`src/rtl/elevator_pkg.sv`:
```
// Shared elevator definitions: controller state encoding and timer sizing helper.
// Imported by every elevator block so state values stay consistent across the family.
package elevator_pkg;

  typedef enum logic [1:0] {
    ST_IDLE      = 2'd0,
    ST_MOVE_UP   = 2'd1,
    ST_MOVE_DOWN = 2'd2,
    ST_DOOR_OPEN = 2'd3
  } elev_state_t;

  localparam int DEF_N_FLOORS    = 8;
  localparam int DEF_FLOOR_W     = 3;
  localparam int DEF_STEP_CYCLES = 4;
  localparam int DEF_DOOR_CYCLES = 6;

  // Counter width able to hold the value "cycles" itself (the timer is loaded with it).
  function automatic int timer_width(input int cycles);
    return (cycles < 1) ? 1 : $clog2(cycles + 1);
  endfunction

endpackage

```
`src/rtl/cycle_timer.sv`:
```
// Loadable down-counter: load has priority, enable decrements, expire flags the
// final enabled cycle so the owner can act on the same edge the count reaches zero.
module cycle_timer #(
  parameter int W = 4
) (
  input  logic         clk,
  input  logic         reset,
  input  logic         load,
  input  logic [W-1:0] load_value,
  input  logic         enable,
  output logic         expire
);

  logic [W-1:0] count;

  always_ff @(posedge clk or posedge reset) begin
    if (reset) begin
      count <= '0;
    end else if (load) begin
      count <= load_value;
    end else if (enable && (count != '0)) begin
      count <= count - W'(1);
    end
  end

  assign expire = enable && (count == W'(1));

endmodule

```
`src/rtl/elevator_floor_fsm.sv`:
```
// Single-car floor controller: accepts a go-to request or a one-floor jog while idle,
// steps one floor per STEP_CYCLES, holds the door for DOOR_CYCLES, and freezes on P.
module elevator_floor_fsm
  import elevator_pkg::*;
#(
  parameter int N_FLOORS    = DEF_N_FLOORS,
  parameter int FLOOR_W     = DEF_FLOOR_W,
  parameter int STEP_CYCLES = DEF_STEP_CYCLES,
  parameter int DOOR_CYCLES = DEF_DOOR_CYCLES
) (
  input  logic               clk,
  input  logic               reset,
  input  logic               req_valid,
  input  logic [FLOOR_W-1:0] req_floor,
  input  logic               up,
  input  logic               down,
  input  logic               P,
  output logic               req_ready,
  output logic               req_err,
  output logic [FLOOR_W-1:0] floor,
  output logic               moving_up,
  output logic               moving_down,
  output logic               door_open,
  output logic               alarm,
  output logic               at_bottom
);

  localparam int STEP_W = timer_width(STEP_CYCLES);
  localparam int DOOR_W = timer_width(DOOR_CYCLES);

  // One extra bit so N_FLOORS itself is representable when it equals 2**FLOOR_W.
  localparam logic [FLOOR_W:0]   N_FLOORS_EXT = (FLOOR_W + 1)'(N_FLOORS);
  localparam logic [FLOOR_W-1:0] TOP_FLOOR    = FLOOR_W'(N_FLOORS - 1);
  localparam logic [FLOOR_W-1:0] ONE_FLOOR    = FLOOR_W'(1);
  localparam logic [STEP_W-1:0]  STEP_LOAD    = STEP_W'(STEP_CYCLES);
  localparam logic [DOOR_W-1:0]  DOOR_LOAD    = DOOR_W'(DOOR_CYCLES);

  elev_state_t        state;
  logic [FLOOR_W-1:0] target;

  logic               in_range;
  logic               at_top;
  logic               at_floor0;
  logic               accept;
  logic               go_req;
  logic               bad_req;
  logic               jog_up;
  logic               jog_down;
  logic               start_up;
  logic               start_down;
  logic               start_door;
  logic [FLOOR_W-1:0] floor_up;
  logic [FLOOR_W-1:0] floor_dn;
  logic [FLOOR_W-1:0] start_target;
  logic [FLOOR_W-1:0] next_floor;
  logic               step_run;
  logic               door_run;
  logic               step_expire;
  logic               door_expire;
  logic               arrive;
  logic               step_load;
  logic               door_load;

  assign in_range  = {1'b0, req_floor} < N_FLOORS_EXT;
  assign at_top    = (floor == TOP_FLOOR);
  assign at_floor0 = (floor == '0);
  assign floor_up  = floor + ONE_FLOOR;
  assign floor_dn  = floor - ONE_FLOOR;

  // Request handling: explicit request beats up-jog, up-jog beats down-jog.
  assign req_ready = (state == ST_IDLE) && !P;
  assign accept    = req_ready && req_valid;
  assign go_req    = accept && in_range;
  assign bad_req   = accept && !in_range;
  assign jog_up    = req_ready && !req_valid && !up && !at_top;
  assign jog_down  = req_ready && !req_valid && !jog_up && !down && !at_floor0;

  assign start_up     = (go_req && (req_floor > floor)) || jog_up;
  assign start_down   = (go_req && (req_floor < floor)) || jog_down;
  assign start_door   = go_req && (req_floor == floor);
  assign start_target = go_req ? req_floor : (jog_up ? floor_up : floor_dn);

  assign step_run   = ((state == ST_MOVE_UP) || (state == ST_MOVE_DOWN)) && !P;
  assign door_run   = (state == ST_DOOR_OPEN) && !P;
  assign next_floor = (state == ST_MOVE_UP) ? floor_up : floor_dn;

  // Reaching an end floor also stops the car, so the floor can never wrap.
  assign arrive = step_expire &&
                  ((next_floor == target) ||
                   ((state == ST_MOVE_UP)   && (next_floor == TOP_FLOOR)) ||
                   ((state == ST_MOVE_DOWN) && (next_floor == '0)));

  assign step_load = start_up || start_down || (step_expire && !arrive);
  assign door_load = start_door || arrive;

  cycle_timer #(
    .W (STEP_W)
  ) u_step_timer (
    .clk        (clk),
    .reset      (reset),
    .load       (step_load),
    .load_value (STEP_LOAD),
    .enable     (step_run),
    .expire     (step_expire)
  );

  cycle_timer #(
    .W (DOOR_W)
  ) u_door_timer (
    .clk        (clk),
    .reset      (reset),
    .load       (door_load),
    .load_value (DOOR_LOAD),
    .enable     (door_run),
    .expire     (door_expire)
  );

  always_ff @(posedge clk or posedge reset) begin
    if (reset) begin
      state       <= ST_IDLE;
      floor       <= '0;
      target      <= '0;
      req_err     <= 1'b0;
      moving_up   <= 1'b0;
      moving_down <= 1'b0;
      door_open   <= 1'b0;
    end else begin
      req_err <= bad_req;
      case (state)
        ST_IDLE: begin
          if (start_up) begin
            state       <= ST_MOVE_UP;
            target      <= start_target;
            moving_up   <= 1'b1;
            moving_down <= 1'b0;
            door_open   <= 1'b0;
          end else if (start_down) begin
            state       <= ST_MOVE_DOWN;
            target      <= start_target;
            moving_up   <= 1'b0;
            moving_down <= 1'b1;
            door_open   <= 1'b0;
          end else if (start_door) begin
            state       <= ST_DOOR_OPEN;
            target      <= req_floor;
            moving_up   <= 1'b0;
            moving_down <= 1'b0;
            door_open   <= 1'b1;
          end
        end
        ST_MOVE_UP, ST_MOVE_DOWN: begin
          if (step_expire) begin
            floor <= next_floor;
            if (arrive) begin
              state       <= ST_DOOR_OPEN;
              moving_up   <= 1'b0;
              moving_down <= 1'b0;
              door_open   <= 1'b1;
            end
          end
        end
        ST_DOOR_OPEN: begin
          if (door_expire) begin
            state       <= ST_IDLE;
            moving_up   <= 1'b0;
            moving_down <= 1'b0;
            door_open   <= 1'b0;
          end
        end
        default: begin
          state       <= ST_IDLE;
          moving_up   <= 1'b0;
          moving_down <= 1'b0;
          door_open   <= 1'b0;
        end
      endcase
    end
  end

  assign alarm     = at_top;
  assign at_bottom = at_floor0;

endmodule

```
`config.mk`:
```
export PLATFORM = sky130hd
export DESIGN_NAME = elevator_floor_fsm
export DESIGN_NICKNAME = d
export VERILOG_FILES = /design/src/rtl/elevator_pkg.sv /design/src/rtl/cycle_timer.sv /design/src/rtl/elevator_floor_fsm.sv
export SDC_FILE = /design/constraint.sdc
export NUM_CORES = 1
export LEC_CHECK = 0
export CORE_MARGIN = 3
export CORE_UTILIZATION = 33
export CTS_CLUSTER_DIAMETER = 150
export DETAILED_ROUTE_END_ITERATION = 12
export PLACE_DENSITY = 0.59
export SYNTH_ARGS = -nofsm -noshare
export SYNTH_HDL_FRONTEND = slang
export SYNTH_HIERARCHICAL = 1
export SYNTH_SLANG_ARGS = --single-unit
```
`constraint.sdc`:
```
create_clock -name clk -period 5 [get_ports clk]
set_input_delay 0.5 -clock clk [delete_from_list [all_inputs] [get_ports clk]]
set_output_delay 0.5 -clock clk [all_outputs]
set_load 0.03 [all_outputs]
```
**After elaboration in Yosys (flattened, before gate mapping)**

Index checks and enable logic that the tools add are counted.

- Logic and storage cells: 109
- Input port bits: 9
- Bits in latches: 0
- Memories kept: 0
- Bits in writable memories: 0
- Memory bits (read-only): 0
- Output and inout bits: 10
- Register bits after elaboration: 17

- Shifts and indexed selects: 0
- Add/sub/neg operators: 4
- Multiplexer cells: 33
- Multiply operators: 0
- Magnitude comparators: 2
- Reductions and logical operators: 49
- Eq/ne operators: 13
- Bitwise logic cells: 0
- Divide/modulo/power cells: 0

Operators with widths:

| operator | number |
|---|---|
| 3-bit 2-to-1 mux | 10 |
| 1-bit logical AND | 21 |
| 1-bit 2-to-1 mux | 13 |
| 2-bit 2-to-1 mux | 6 |
| 1-bit one-hot mux with 3 select lines | 3 |
| 3-bit nonzero test | 3 |
| 3-bit by 1-bit subtractor with 3-bit output (second input constant) | 3 |
| 1-bit logical NOT | 8 |
| 1-bit logical OR | 8 |
| 3-bit by 1-bit == test with 1-bit output (second input constant) | 2 |
| 3-bit == test | 2 |
| 3-bit == test (second input constant) | 2 |
| 3-bit logical NOT | 2 |
| 2-bit != test (second input constant) | 3 |
| 2-bit one-hot mux with 3 select lines | 1 |
| 2-bit == test (second input constant) | 2 |
| 4-bit != test (second input constant) | 1 |
| 2-bit AND reduction | 2 |
| 4-bit AND reduction | 1 |
| 2-bit nonzero test | 2 |
| 3-bit by 1-bit adder with 3-bit output (second input constant) | 1 |
| 3-bit greater-than comparator | 1 |
| 3-bit less-than comparator | 1 |
| 2-bit by 1-bit == test with 1-bit output (second input constant) | 1 |
| 2 further kinds | 2 |

**Depth between registers and ports, before layout**

Gate-level depths: netlist (run 1).

- Depth in word-level cells: 13
- Mapped depth: 12
- Mapped depth without buffers: 10

**Cells and area by module**

The synthesis (run 1) kept the hierarchy.

Modules (own cells, without submodules):

| module | times used | sequential area each (um^2) | area each (um^2) | cells each |
|---|---|---|---|---|
| elevator_floor_fsm | 1 | 275.3 | 1081.0 | 126 |
| cycle_timer | 2 | 75.1 | 212.7 | 22 |

**Least setup slack after synthesis (run 1)**

No wires, ideal clock.

- Path type: reg-to-reg
- Start point: reg floor[0]
- End point: reg u_door_timer.count[1]
- Path slack: 2068 ps
- Arrival: 2828 ps
- Data required time: 4896 ps
- Stages on the path, launching flop included: 13
- Path buffers: 2
- Period minus slack after synthesis: 2932 ps
- Library setup time: 104 ps
- Path through: dfrtp_1 clkbuf_1 inv_1 ha_1 buf_2 xor2_1 a22o_1 a31oi_1 o21ai_0 nand2_1 o21ai_0 or4b_1 o311ai_1

- Word-level cells in the longest chain between the ends: 9
- Elaborated cells between the ends (all ways): 16
- Those cells by class: add/sub (2); eq/ne (3); mux (2); reduce/logical (9)

RTL lines:

| item | RTL line | RTL |
|---|---|---|
| from (decl) | elevator_floor_fsm.sv:20 | `output logic [FLOOR_W-1:0] floor,` |
| from (signal assigned) | elevator_floor_fsm.sv:153 | `floor <= next_floor;` |
| 3-bit by 1-bit subtractor with 3-bit output or 3-bit by 1-bit adder with 3-bit output (tied branches) | elevator_floor_fsm.sv:68, elevator_floor_fsm.sv:67 |  |
| 3-bit 2-to-1 mux | elevator_floor_fsm.sv:85 | `assign next_floor = (state == ST_MOVE_UP) ? floor_up : floor_dn;` |
| 3-bit == test | elevator_floor_fsm.sv:90 | `((state == ST_MOVE_UP) && (next_floor == TOP_FLOOR)) \|\|` |
| 1-bit logical AND | elevator_floor_fsm.sv:90 |  |
| 1-bit logical OR | elevator_floor_fsm.sv:89 | `((next_floor == target) \|\|` |
| 1-bit logical OR | elevator_floor_fsm.sv:90 |  |
| 1-bit logical AND | elevator_floor_fsm.sv:88 | `assign arrive = step_expire &&` |
| 1-bit logical OR * | elevator_floor_fsm.sv:94 | `assign door_load = start_door \|\| arrive;` |
| via door_load | elevator_floor_fsm.sv:62 | `logic door_load;` |
| 3-bit 2-to-1 mux or 2-bit nonzero test (tied branches) | -- |  |
| to (signal assigned) | cycle_timer.sv:20 | `count <= load_value;` |
| to (signal assigned) | cycle_timer.sv:22 | `count <= count - W'(1);` |
| to (decl) | cycle_timer.sv:14 | `logic [W-1:0] count;` |

The timed path passes the listed nets; every way through them passes the cells marked *.
A chain may end at the register's enable or synchronous reset.

**Worst setup path in the final report (run 1)**

Same ends and word-level chain as after synthesis.

==> metrics.md, run 1 <==
| Metric | Value |
|---|---|
| Cells on worst reg2reg path | `10` |
| Die ar. | `5410 um2` |
| Io pins | `19` |
| CORE AREA | `4200 um2` |
| Vias in the first global route | `1,165` |
| Worst path top cell family by delay | `compound AO/OA/AOI/OAI gates` |
| Worst Path Buf+Inv | `1` |
| Sequential-to-total area share from yosys stat | `28.2%` |
| Mean Syn Cell Area | `8.86 um2` |
| R2R setup slack | `2.03 ns` |
| WS Path Type | `reg2reg` |
| Cell mode on critical path | `o21ai_0` |
| Clk_lat worst skew | `0.26 ns` |
| Grt total ovfl | `0` |
| Fin. max-slew vios | `0` |
| Fillcell total | `411` |
| Die W | `73.6 um` |
| EDFF count, synth | `0` |
| Final nets | `219` |
| P per Cell Area | `662 nW/um2` |
| Row cnt | `23` |
| Post-synth top area share | `28.2%` |
| CTS tree | `done` |
| Max_cap viols | `0` |
| Status | `completed` |
| Critical Path Start Type | `flop` |
| CP max stage cell | `or4b_1` |
| Power Total | `0.00117 W` |
| Crit path DAT | `3.12 ns` |
| Cells after Synth | `170` |
| Multi-input logic area | `966 um2` |
| Non-filler cells, final | `240` |
| Gp weighted congestion | `0.750` |
| H-tree Lvls | `1` |
| DR iter-0 viols | `56` |
| Cts hold-fix bufs | `0` |
| Synth area leaders | `dfrtp_1 (28%), ha_1 (16%), inv_1 (6.5%)` |
| Tot GR Track Use | `12.6%` |
| Area leader, netlist | `dfrtp_1` |
| Most common library cells after synthesis | `inv_1 (26), ha_1 (19), dfrtp_1 (17)` |
| Ratio of cells with drive above 1 in the final layout | `5.79%` |
| RSZ-0062 raised after global routing | `no` |
| Final setup TNS | `0 ns` |
| Initial Util | `35.9%` |
| Routed wire length | `3.12 mm` |
| First-pass GRT wire length | `5.39 mm` |
| Drt via density | `5.16` |
| Req. time, crit path | `5.15 ns` |
| Via count | `1,238` |
| CTS Buffer Depth | `2` |
| Lkg Pwr | `0.807 nW` |
| Die Ht | `73.6 um` |
| Number of buffers created by CTS | `3` |
| Worst vdd ir | `0.000276 V` |
| Min-delay worst type | `in2async` |
| Max Clk Rate | `336 MHz` |
| Residual DRC count | `0` |
| Worst-margin pin slew | `0.906 ns` |
| Critical R2R Capture | `u_door_timer/count[1]` |
| Initial antenna violation count | `0` |
| YS warnings | `6` |
| Syn Std Cell Area | `1510 um2` |
| Final Hold Violating Endpoints | `0` |
| Post-route minimum period | `2.97 ns` |
| Setup bufs post-CTS | `0` |
| DRT Pass-1 Iters | `4` |
| Setup violators final | `0` |
| Clk pin slew, worst setup/hold paths | `0.08 ns` |
| Sequential cell area | `425 um2` |
| Final HPWL DP | `2.49 mm` |
| Synth Register Bits | `17` |
| Routed length per instance | `13.0 um` |
| Worst r2r src | `floor[0]` |
| Top_reg_cell synth | `dfrtp_1` |
| PortBufs | `17` |
| Worst Clk Skew | `0.00594 ns` |
| # diodes | `0` |
| Synth-to-layout area growth | `17.3%` |
| Clock sinks | `17` |
| Yosys cell types | `42` |
| Minimum hold slack | `0.478 ns` |
| CP Cell Sequence | `inv_1 -> ha_1 -> xor2_1 -> a22o_1 -> a31oi_1 -> o21ai_0 -> nand2_1 -> o21ai_0 -> or4b_1 -> o311ai_1` |
| Most frequent cell after synthesis | `inv_1` |
| CP Max Fanout | `10` |
| Remaining antenna violation count after routing | `0` |
| Worst path max stage delay | `0.61 ns` |
| Placed Cells | `236` |
| PostCTS Resize Cnt | `0` |
| Post-route clock period utilization | `59.4%` |
| Largest net degree at the start of global routing | `12` |
| Setup crit end kind | `flop` |
| CTS root buffer | `clkbuf_8` |
| Slew HR | `39.4%` |
| Ys async rst share | `100%` |
[sequential cells by signal, summed over array words and instances, names as in the netlist]
register / flops
door_open: 1
moving_down: 1
u_door_timer/count: 3
target: 3
state: 2
moving_up: 1
floor: 3
u_step_timer/count: 3
[where the power goes]
part	total, W	switching [W]	internal (W)
registers	0.000265	0.0000611	0.000203
logic	0.000796	0.000443	0.000354
clock network	0.000109	0.0000522	0.0000567
total	0.00117	0.000556	0.000614
[per-layer routing]
metal  track usage [%]  vias to the layer above  share of wire (%)
li1                  -                      631                  -
met1              19.7                      571                 53
met2              17.1                       31                 40
met3              2.05                        5                5.0
met4              4.23                        0                1.6
met5                 0                        -                  0
[how the worst max path moves through the flow]
stage	startpoint	end	slack, ns	cells after the start
after floorplan	floor[0]	u_door_timer/count[1]	2.07	12
after global placement	req_floor[1]	u_step_timer/count[2]	1.93	8
after detailed placement	req_floor[1]	u_step_timer/count[1]	1.92	8
after CTS	floor[0]	u_door_timer/count[1]	2.04	10
after global routing	floor[0]	u_door_timer/count[0]	1.82	10
final	floor[0]	u_door_timer/count[1]	2.03	10
[through the flow]
step	util, %	setup WS (ns)	area (um2)
2_1_floorplan	-	2.07	1530
3_3_place_gp	41.0	1.93	1720
3_5_place_dp	41.0	1.92	1720
4_1_cts	42.0	2.04	1770
5_1_grt	42.0	1.82	1770
6_report	42.0	2.03	1770
[cell usage in the layout, fill, tap and decap left out, types with 4 or more instances in the layout]
master and instances:
nand2_1 12, nand2b_1 4, nor2b_1 4, mux2_2 4
or4b_1 6, clkdlybuf4s50_1 17, inv_1 26, ha_1 19
dfrtp_1 17, nor2_1 10, a21oi_1 4, o21ai_0 10
a22oi_1 6, conb_1 7
[final cells by class]
type | count | area share [%]
sequential | 17 | 24.1
tap | 50 | 3.54
multi-input combinational | 126 | 54.7
timing repair buffer | 17 | 9.63
inverter | 26 | 5.52
clock buffer | 4 | 2.55
[logic make-up (layout without fill, tap and decap cells)]
| kind of cell | after synthesis | count (layout) | share of synthesized area [%] |
|---|---|---|---|
| compound gates | 38 | 38 | 17.6 |
| xor+xnor | 6 | 6 | 4.49 |
| fa+ha+maj | 19 | 19 | 15.8 |
| buf+inv | 32 | 47 | 8.89 |
| flops | 17 | 17 | 28.2 |
| mux | 7 | 7 | 4.98 |
| other cells | 2 | 7 | 0.499 |
| simple gates | 49 | 49 | 19.5 |
[worst reg2reg max path, cell delays in order, from the launching register on]
cell and delay, ns:
dfrtp_1 0.55, inv_1 0.13, ha_1 0.41, xor2_1 0.19
a22o_1 0.22, a31oi_1 0.16, o21ai_0 0.13, nand2_1 0.08
o21ai_0 0.28, or4b_1 0.61, o311ai_1 0.10
Note: power is estimated with default switching activity, not from simulation.
==> run 2, diff against run 1 <==
--- a/config.mk
+++ b/config.mk
@@ -9,7 +9,7 @@
 export CORE_UTILIZATION = 33
 export CTS_CLUSTER_DIAMETER = 150
 export DETAILED_ROUTE_END_ITERATION = 12
-export PLACE_DENSITY = 0.59
+export PLACE_DENSITY = 0.61
 export SYNTH_ARGS = -nofsm -noshare
 export SYNTH_HDL_FRONTEND = slang
 export SYNTH_HIERARCHICAL = 1
==> constraint.sdc (replaced) <==
create_clock -name clk -period 2.5 [get_ports clk]
set_input_delay 0.25 -clock clk [delete_from_list [all_inputs] [get_ports clk]]
set_output_delay 0.25 -clock clk [all_outputs]
set_load 0.03 [all_outputs]
==> run 2 against run 1 <==
- via count is 4.7% higher
- critical endpoint is now u_door_timer/count[2]
- worst setup slack worse by 1.9 ns
- critical path type unchanged
- sequential cell count stayed put
- largest power group unchanged
==> metrics.md, run 2 (synthesis gave the netlist of run 1 again) <==
| Metric | Value |
|---|---|
| Status | `completed` |
| Routed length per instance | `13.1 um (+0.89%)` |
| Multi-input logic area | `1030 um2 (+7.0%)` |
| Tot GR Track Use | `13.8% (+1.2 points)` |
| Setup crit end kind | `flop` |
| Setup violators final | `0 (unchanged)` |
| Cells on worst reg2reg path | `10 (unchanged)` |
| PortBufs | `17 (unchanged)` |
| Fillcell total | `422 (+2.7%)` |
| P per Cell Area | `1380 nW/um2 (+110%)` |
| Post-route minimum period | `2.34 ns (-0.631 ns)` |
| Max Clk Rate | `427 MHz (+27%)` |
| Max_cap viols | `0 (unchanged)` |
| R2R setup slack | `0.16 ns (-1.87 ns)` |
| DR iter-0 viols | `58 (+3.6%)` |
| Placed instance area | `1890 um2 (+9.6%)` |
| H-tree Lvls | `1 (unchanged)` |
| Final Cell Area | `1980 um2 (+12%)` |
| Final HPWL DP | `2.72 mm (+9.2%)` |
| RSZ-0062 raised after global routing | `no` |
| Post-route clock period utilization | `93.7% (+34 points)` |
| Cts hold-fix bufs | `0 (unchanged)` |
| Grt total ovfl | `0 (unchanged)` |
| Critical R2R Capture | `u_door_timer/count[2]` |
| DRT Pass-1 Iters | `4 (unchanged)` |
| Io pins | `19 (unchanged)` |
| CTS Buffer Depth | `2 (unchanged)` |
| # diodes | `0 (unchanged)` |
| Remaining antenna violation count after routing | `0 (unchanged)` |
| CTS root buffer | `clkbuf_8` |
| Drt via density | `5.02 (-2.6%)` |
| Die ar. | `5410 um2 (unchanged)` |
| Synth-to-layout area growth | `31.2%` |
| Post-layout util | `47.1% (+5.0 points)` |
| Worst-margin pin slew | `0.503 ns (-0.403 ns)` |
| Initial Util | `35.9% (unchanged)` |
| Commonest non-fill, non-tap cell in the layout | `inv_1` |
| Crit path launch | `floor[1]` |
| Critical path capture point | `u_door_timer/count[2]` |
| Placed Cells | `253 (+7.2%)` |
| Min-delay worst type | `in2async` |
| Sequential cell area | `429 um2 (+0.88%)` |
| Die Ht | `73.6 um (unchanged)` |
| Non-filler cells, final | `258 (+7.5%)` |
| Clock sinks | `17 (unchanged)` |
| Crit path DAT | `2.50 ns (-0.62 ns)` |
| Final setup TNS | `0 ns (unchanged)` |
| Clk pin slew, worst setup/hold paths | `0.08 ns (about the same)` |
| Critical Path Start Type | `flop` |
| CTS tree | `done` |
| Most frequent cells in the layout | `inv_1 (23), buf_4 (18), clkdlybuf4s50_1 (17), ha_1 (16), dfrtp_1 (14)` |
| Largest net degree at the start of global routing | `12 (unchanged)` |
| Gp weighted congestion | `0.854 (+14%)` |
| Routed wire length | `3.39 mm (+8.5%)` |
| Worst r2r src | `floor[1]` |
| WS Path Type | `reg2reg` |
| Final nets | `237 (+8.2%)` |
| Minimum hold slack | `0.230 ns (-0.248 ns)` |
| Row cnt | `23 (unchanged)` |
| Final Hold Violating Endpoints | `0 (unchanged)` |
| Vias in the first global route | `1,278 (+9.7%)` |
| Req. time, crit path | `2.66 ns (-2.49 ns)` |
| Clk_lat worst skew | `0.26 ns (about the same)` |
| Slew HR | `66.3% (+27 points)` |
| Via count | `1,296 (+4.7%)` |
| Ratio of cells with drive above 1 in the final layout | `20.7% (+15 points)` |
| Initial antenna violation count | `0 (unchanged)` |
| CP Max Fanout | `9 (-1)` |
| Residual DRC count | `0 (unchanged)` |
| Lkg Pwr | `0.896 nW (+11%)` |
| First-pass GRT wire length | `5.81 mm (+7.8%)` |
| Worst vdd ir | `0.000719 V (+160%)` |
| Number of buffers created by CTS | `3 (unchanged)` |
| Worst Clk Skew | `0.00559 ns (-0.000344 ns)` |
| CORE AREA | `4200 um2 (unchanged)` |
| Die W | `73.6 um (unchanged)` |
| Fin. max-slew vios | `0 (unchanged)` |
## run 2: changes by cell type in the layout (fill, tap and decap cells not counted), sizes merged
cell / delta
clkinvlp: +1
buf: +18
clkbuf: -1
## run 2: area by class of cell
type / instances / share of cell area [%]
Multi-Input combinational cell: 126 / 52.3
Sequential cell: 17 / 21.7
Timing Repair Buffer: 35 / 15.4
Inverter: 26 / 4.94
Tap cell: 50 / 3.16
Clock buffer: 3 / 2.09
Clock inverter: 1 / 0.380
## run 2: metal layers
metal	GRT usage [%]	wire, um	up-vias
met1	20.2	1750	596
met4	3.62	42	0
met3	3.15	207	2
li1	-	-	667
met2	20.4	1390	31
met5	0	0	-
## run 2: power by group
part / total, W / internal (W) / switching [W]
Clock: 0.000221 / 0.000112 / 0.000109
Sequential: 0.000520 / 0.000412 / 0.000108
Combinational: 0.00199 / 0.000982 / 0.00101
Total: 0.00273 / 0.00151 / 0.00123
## run 2: worst min-delay path by stage
stage / to / slack [ns] / cells past startpoint
after CTS: u_step_timer/count[0] / 0.23 / 2
after floorplan: u_door_timer/count[0] / 0.004 / 1
after detailed placement: door_open / 0.50 / 1
after global placement: moving_down / 0.50 / 1
final: u_step_timer/count[0] / 0.23 / 2
after global routing: u_step_timer/count[1] / 0.24 / 2
## run 2: metrics by stage
step / total power (W) / setup slack (ns)
6_report: 0.00273 / 0.159
5_1_grt: 0.00300 / 0.00609
4_1_cts: 0.00267 / 0.0365
3_5_place_dp: 0.00243 / 0.0721
3_3_place_gp: 0.00241 / 0.104
2_1_floorplan: 0.00188 / 0.0299
## run 2: repair_timing
action | in CTS | in global routing
gates resized for setup | 0 | 7
setup buffers | 0 | 1
hold endpoints to repair | 0 | 0
setup endpoints to repair | 0 | 6
## run 2: critical path, stage by stage (launching register included)
cell and delay [ns]:
dfrtp_2 0.44, inv_2 0.10, ha_4 0.23, xor2_1 0.15
a22o_1 0.23, a31oi_1 0.14, o21ai_1 0.12, nand2_1 0.12
o21ai_4 0.10, or4b_1 0.51, o311ai_1 0.08
